`src/rtl/tlul_pkg.sv`:
```
// Shared TL-UL integrity constants and scrubber state encoding.
// Data words travel as {7-bit inverted SECDED ECC, 32-bit data}.
package tlul_pkg;

  localparam int DataMaxWidth  = 32;
  localparam int DataIntgWidth = 7;
  localparam int DataIntgTotW  = DataMaxWidth + DataIntgWidth;

  localparam logic [DataIntgWidth-1:0] IntgInvMask = 7'h2A;

  typedef enum logic [1:0] {
    ScrubIdle = 2'd0,
    ScrubWait = 2'd1,
    ScrubReq  = 2'd2,
    ScrubResp = 2'd3
  } scrub_state_e;

endpackage

```
`src/rtl/tlul_data_integ_dec.sv`:
```
// Inverted SECDED 39/32 data integrity checker.
// data_err_o = {double-bit error, single-bit error}.
module tlul_data_integ_dec
  import tlul_pkg::*;
(
  input  logic [DataIntgTotW-1:0] data_intg_i,
  output logic [1:0]              data_err_o
);

  logic [DataIntgTotW-1:0]  word;
  logic [DataIntgWidth-1:0] syn;

  assign word = data_intg_i ^
                {IntgInvMask, {DataMaxWidth{1'b0}}};

  assign syn[0] = ^(word & 39'h01_2606_BD25);
  assign syn[1] = ^(word & 39'h02_DEBA_8050);
  assign syn[2] = ^(word & 39'h04_413D_89AA);
  assign syn[3] = ^(word & 39'h08_3123_4ED1);
  assign syn[4] = ^(word & 39'h10_C2C1_323B);
  assign syn[5] = ^(word & 39'h20_2DCC_624C);
  assign syn[6] = ^(word & 39'h40_9850_5586);

  assign data_err_o[0] = ^syn;
  assign data_err_o[1] = (|syn) & ~(^syn);

endmodule

```
`src/rtl/tlul_intg_scrub_ctrl.sv`:
```
// Background integrity scrubber: walks all words, one read
// outstanding, and accumulates integrity error statistics.
module tlul_intg_scrub_ctrl
  import tlul_pkg::*;
#(
  parameter int Depth   = 256,
  parameter int AddrW   = $clog2(Depth),
  parameter int PeriodW = 24
) (
  input  logic                    clk_i,
  input  logic                    rst_i,
  input  logic                    en_i,
  input  logic [PeriodW-1:0]      period_i,
  input  logic                    start_i,
  input  logic                    clr_i,
  output logic                    req_o,
  output logic [AddrW-1:0]        addr_o,
  input  logic                    gnt_i,
  input  logic                    rvalid_i,
  input  logic [DataIntgTotW-1:0] rdata_i,
  output logic                    busy_o,
  output logic                    done_o,
  output logic [15:0]             err_cnt_o,
  output logic                    err_valid_o,
  output logic [AddrW-1:0]        err_addr_o,
  output logic                    alert_o
);

  localparam logic [AddrW-1:0]   LastAddr = AddrW'(Depth - 1);
  localparam logic [AddrW-1:0]   AddrOne  = AddrW'(1);
  localparam logic [PeriodW:0]   CntOne   = (PeriodW+1)'(1);

  scrub_state_e state_q, state_d;
  logic [AddrW-1:0] addr_q, addr_d;
  logic [PeriodW:0] cnt_q, cnt_d;
  logic             done_d;
  logic             busy_q;
  logic             done_q;
  logic [15:0]      err_cnt_q;
  logic             err_valid_q;
  logic [AddrW-1:0] err_addr_q;
  logic             alert_q;
  logic [1:0]       intg_err;
  logic             word_err;
  logic             last_word;

  tlul_data_integ_dec u_intg_chk (
    .data_intg_i (rdata_i),
    .data_err_o  (intg_err)
  );

  assign last_word = (addr_q == LastAddr);
  assign word_err  = (state_q == ScrubResp) & rvalid_i & (|intg_err);

  always_comb begin
    state_d = state_q;
    addr_d  = addr_q;
    cnt_d   = cnt_q;
    done_d  = 1'b0;
    unique case (state_q)
      ScrubIdle: begin
        if (start_i) begin
          state_d = ScrubReq;
          addr_d  = '0;
        end else if (en_i) begin
          state_d = ScrubWait;
          cnt_d   = {1'b0, period_i};
        end
      end
      ScrubWait: begin
        if (start_i || (en_i && cnt_q == '0)) begin
          state_d = ScrubReq;
          addr_d  = '0;
        end else if (!en_i) begin
          state_d = ScrubIdle;
        end else begin
          cnt_d = cnt_q - CntOne;
        end
      end
      ScrubReq: begin
        if (gnt_i) state_d = ScrubResp;
      end
      ScrubResp: begin
        if (rvalid_i) begin
          if (last_word) begin
            done_d = 1'b1;
            // Extra count absorbs the cycle in which done_o is shown.
            if (en_i) begin
              state_d = ScrubWait;
              cnt_d   = {1'b0, period_i} + CntOne;
            end else begin
              state_d = ScrubIdle;
            end
          end else begin
            state_d = ScrubReq;
            addr_d  = addr_q + AddrOne;
          end
        end
      end
      default: state_d = ScrubIdle;
    endcase
  end

  always_ff @(posedge clk_i or posedge rst_i) begin
    if (rst_i) begin
      state_q <= ScrubIdle;
      addr_q  <= '0;
      cnt_q   <= '0;
      done_q  <= 1'b0;
      busy_q  <= 1'b0;
    end else begin
      state_q <= state_d;
      addr_q  <= addr_d;
      cnt_q   <= cnt_d;
      done_q  <= done_d;
      busy_q  <= (state_d == ScrubReq) |
                 (state_d == ScrubResp);
    end
  end

  // A clear in the same cycle as an error lands before the error.
  always_ff @(posedge clk_i or posedge rst_i) begin
    if (rst_i) begin
      err_cnt_q   <= '0;
      err_valid_q <= 1'b0;
      err_addr_q  <= '0;
      alert_q     <= 1'b0;
    end else begin
      alert_q <= word_err;
      if (word_err) begin
        if (clr_i) begin
          err_cnt_q <= 16'd1;
        end else if (err_cnt_q != 16'hFFFF) begin
          err_cnt_q <= err_cnt_q + 16'd1;
        end
        if (clr_i || !err_valid_q) begin
          err_addr_q  <= addr_q;
          err_valid_q <= 1'b1;
        end
      end else if (clr_i) begin
        err_cnt_q   <= '0;
        err_valid_q <= 1'b0;
      end
    end
  end

  assign req_o       = (state_q == ScrubReq);
  assign addr_o      = addr_q;
  assign busy_o      = busy_q;
  assign done_o      = done_q;
  assign err_cnt_o   = err_cnt_q;
  assign err_valid_o = err_valid_q;
  assign err_addr_o  = err_addr_q;
  assign alert_o     = alert_q;

endmodule
```
`config.mk`:
```
export PLATFORM = sky130hd
export DESIGN_NAME = tlul_intg_scrub_ctrl
export DESIGN_NICKNAME = d
export VERILOG_FILES = /design/src/rtl/tlul_pkg.sv /design/src/rtl/tlul_data_integ_dec.sv /design/src/rtl/tlul_intg_scrub_ctrl.sv
export SDC_FILE = /design/constraint.sdc
export NUM_CORES = 1
export LEC_CHECK = 0
export ABC_AREA = 1
export BUFFER_PORTS_ARGS = -buffer_cell sky130_fd_sc_hd__buf_4
export CORE_ASPECT_RATIO = 0.7
export CORE_MARGIN = 2
export CORE_UTILIZATION = 40
export CTS_CLUSTER_DIAMETER = 80
export DETAILED_ROUTE_END_ITERATION = 12
export GPL_TIMING_DRIVEN = 0
export SYNTH_ARGS = -nofsm -noshare
export SYNTH_HDL_FRONTEND = slang
export SYNTH_SLANG_ARGS = --single-unit
```
`constraint.sdc`:
```
create_clock -name clk_i -period 4.3 [get_ports clk_i]
set_input_delay 0.215 -clock clk_i [delete_from_list [all_inputs] [get_ports clk_i]]
set_output_delay 0.215 -clock clk_i [all_outputs]
set_load 0.01 [all_outputs]
```
==> metrics.md <==
| Metric | Value |
|---|---|
| VDD IR-drop max | `roughly 0.22 mV` |
| Tmin final | `approximately 2.5 ns` |
| Post-Syn Nets | `960` |
| Most used DFF post-synth | `dfrtp_1` |
| Initial Utilization | `0.411` |
| # rows | `37` |
| Crit Path Class | `input port to flop` |
| Vias/cell | `about 5` |
| First-pass GRT wire length | `around 28000 um` |
| Sequential fraction of the synthesis area | `0.260` |
| Post-synthesis cell area | `between 6000 and 7000 um^2` |
| FFs w/ async S/R, synth | `1.00` |
| CP required | `roughly 4.5 ns` |
| Fin. max-slew vios | `0` |
| Gpl congestion | `between 0.9 and 1` |
| Die area | `around 16000 um^2` |
| CTS root buffer | `clkbuf_16` |
| Clock Latency Late Sink | `~0.33 ns` |
| DRC | `0` |
| Worst-path clk slew | `about 0.06 ns` |
| M3 GR Usage | `0.0498` |
| YS warnings | `0` |
| IO buf count | `~100` |
| HP Class | `input port to asynchronous set/reset pin` |
| Final period utilization | `0.584` |
| Final WL | `about 17000 um` |
| Netlist cell types | `51` |
| Cts repair resizes | `0` |
| DR WL/cell | `around 15 um` |
| First drt pass iteration count | `5` |
| CP arrival | `2.73 ns` |
| Share of cells above drive strength 1 | `0.224` |
| Final Setup Violations | `0` |
| Post-route ant nets | `0` |
| Sequential share of power | `0.243` |
| Area Overhead vs Synth | `21.8%` |
| Core Region | `roughly 15000 um^2` |
| Setup_tns | `0 ns` |
| Final worst clock skew | `0.00608 ns` |
| Final Hold Fails | `0` |
| Vias in the first global route | `5411` |
| Startpoint types | `input port` |
| Clock sink count | `63` |
| Switching power share of the total | `0.471` |
| Status | `completed` |
| Largest net degree at the start of global routing | `64` |
| GRT overflow | `0` |
| Hold_ws | `between 0.05 and 0.06 ns` |
| Io pins | `~110` |
| Busiest grt layer | `met1` |
| Combinational share of power | `0.564` |
| Post-synth EDFFs | `0` |
| Met1 Use GR | `0.361` |
| Worst-Margin Slew | `~0.84 ns` |
| Die height | `approximately 110 um` |
| Syn_area_per_cell | `slightly below 7 um^2` |
| Leak pwr | `roughly 3.6 nW` |
| Cell taking the most area after synthesis | `dfrtp_1` |
| CTS tree | `yes` |
| Htree depth | `3` |
| Placed Cells incl. Taps | `between 1000 and 1500` |
| Num CTS Buffers | `9` |
| Yosys top cell area share | `0.260` |
| Antenna violations before repair | `0` |
| Power Internal | `2.04 mW` |
| RSZ-0062 raised after global routing | `false` |
| Synth Register Bits | `63` |
| Post-Layout Cell Count | `1192` |
| Via count | `around 6000` |
| Antenna fix cells | `0` |
| DP HPWL | `~14000 um` |
| Worst Setup End Kind | `flop` |
| CTS Hold Bufs | `0` |
| NumNets Final | `about 1100` |
| Clock power frac | `0.193` |
| Mapped Cells | `roughly 880` |
| Post-CTS Repair Setup Buffers | `0` |
| Psw | `between 1.5 and 2 mW` |
| Fmax | `approximately 0.4 GHz` |
| CTS max path bufs | `2` |
| All-Layer GR Usage | `0.222` |
| Max-cap violations | `0` |
| Iter 0 DRT Violations | `539` |
| M2 GR Usage | `0.293` |
| Slew margin rel. | `0.441` |
| Top area cells in the synthesized netlist | `dfrtp_1, nand2_1, xnor2_1` |
| Critical path peak fanout | `10` |
| Die extent in x | `151 um` |
| PwrDens | `roughly 520 nW/um^2` |
==> cell type report <==
type / count / area (um^2)
flip-flops and latches: 63 / 1580
clock inverters: 7 / 72.6
clock buffers: 9 / 225
repair buffers: 104 / 781
inverters: 111 / 429
fillers: 1503 / 7380
well taps: 195 / 244
multi-input cells: 683 / 3910
plain buffers: 20 / 151
==> sequential cells by signal, summed over array words and instances (netlist names), 2 cells and up <==
signal,count
addr_o,8
cnt_q,25
err_addr_o,8
err_cnt_o,16
state_q,2
==> power by group through the flow <==
stage / clock network (mW) / registers [mW] / logic, mW
after CTS: 0.754 / 0.929 / 2.17
after detailed placement: 0 / 0.937 / 2.16
after global routing: 0.777 / 0.960 / 2.43
after global placement: 0 / 0.936 / 2.15
after floorplan: 0 / 0.917 / 1.57
final: 0.741 / 0.933 / 2.17
==> per-layer routing <==
metal	routed length [um]	vias up
li1	-	3068
met1	9110	2748
met2	6820	200
met3	1360	13
met4	145	0
met5	0	-
==> cells in the final DEF (no fill, tap or decap), drive strengths merged, types with 2 or more instances in the layout <==
master    netlist  routed
nand2         242     242
buf            14     118
inv           109     110
nor2           93      93
nand3          93      93
o21ai          65      65
dfrtp          63      63
xnor2          53      53
xor2           35      35
nand4          24      24
a21oi          19      19
clkbuf          6      15
ha             13      13
nor3           13      13
clkinv          2       5
o211ai          4       4
or2             4       4
nand3b          4       4
o2111ai         3       3
nor3b           3       3
o21bai          3       3
o221ai          2       2
a22oi           2       2
clkinvlp        0       2
==> worst paths after layout <==
check                                          startpoint                   endpoint  slack (ns)  depth (start not counted)
worst max-delay path                          rdata_i[31]  err_cnt_o[14]$_DFFE_PP0P_        1.79                         17
worst max register to register       state_q[1]$_DFF_PP0_      cnt_q[10]$_DFFE_PP0P_        1.98                          9
worst min register to register  err_addr_o[6]$_DFFE_PP0P_  err_addr_o[6]$_DFFE_PP0P_        0.48                          2
max in group asynchronous                           rst_i      addr_o[6]$_DFFE_PP0P_        3.70                          2
min in group clk_i                               rvalid_i           done_o$_DFF_PP0_        0.17                          3
worst min-delay path                                rst_i  err_cnt_o[12]$_DFFE_PP0P_        0.05                          2
==> worst max-delay path: stages <==
cell and delay, ns:
buf_4 0.13, xnor2_1 0.27, xor2_1 0.20, xor2_1 0.20
xnor2_1 0.15, xor2_1 0.16, inv_1 0.06, ha_1 0.29
xnor2_1 0.14, xnor2_1 0.12, nor2_1 0.18, nand3_4 0.18
nand2_4 0.11, inv_4 0.05, buf_6 0.14, nand2_1 0.06
nand2_1 0.05
==> Yosys cell counts (4+ instances only) <==
| cell type | count |
|---|---|
| nor3_1 | 11 |
| nand2_4 | 4 |
| clkbuf_1 | 6 |
| nand2_1 | 226 |
| o21ai_2 | 27 |
| xor2_1 | 35 |
| nor2_1 | 81 |
| nor2_2 | 9 |
| o21ai_0 | 33 |
| buf_6 | 5 |
| inv_1 | 103 |
| a21oi_1 | 19 |
| dfrtp_1 | 63 |
| inv_2 | 4 |
| nand2_2 | 12 |
| or2_2 | 4 |
| o211ai_1 | 4 |
| nand3_2 | 14 |
| buf_2 | 5 |
| ha_1 | 13 |
| nand3_1 | 76 |
| o21ai_1 | 4 |
| nand4_1 | 22 |
| xnor2_1 | 53 |
==> kinds of logic after synthesis <==
kind of cell | synth area share
XOR/XNOR | 0.127
buffers and inverters | 0.0953
AND/OR/NAND/NOR | 0.376
adder cells (fa/ha/maj) | 0.0268
flip-flops | 0.260
AO/OA/AOI/OAI | 0.115
==> metrics by stage <==
stage / area, um^2 / util / setup WS [ns] / power [mW]
after floorplan: 6060 / - / 1.82 / 2.48
after global placement: 7090 / 0.480 / 1.41 / 3.08
after detailed placement: 7090 / 0.480 / 1.42 / 3.10
after CTS: 7390 / 0.500 / 1.78 / 3.85
after global routing: 7390 / 0.500 / 1.57 / 4.17
final: 7390 / 0.500 / 1.79 / 3.84
No activity file was read; power rests on OpenSTA's default activity.
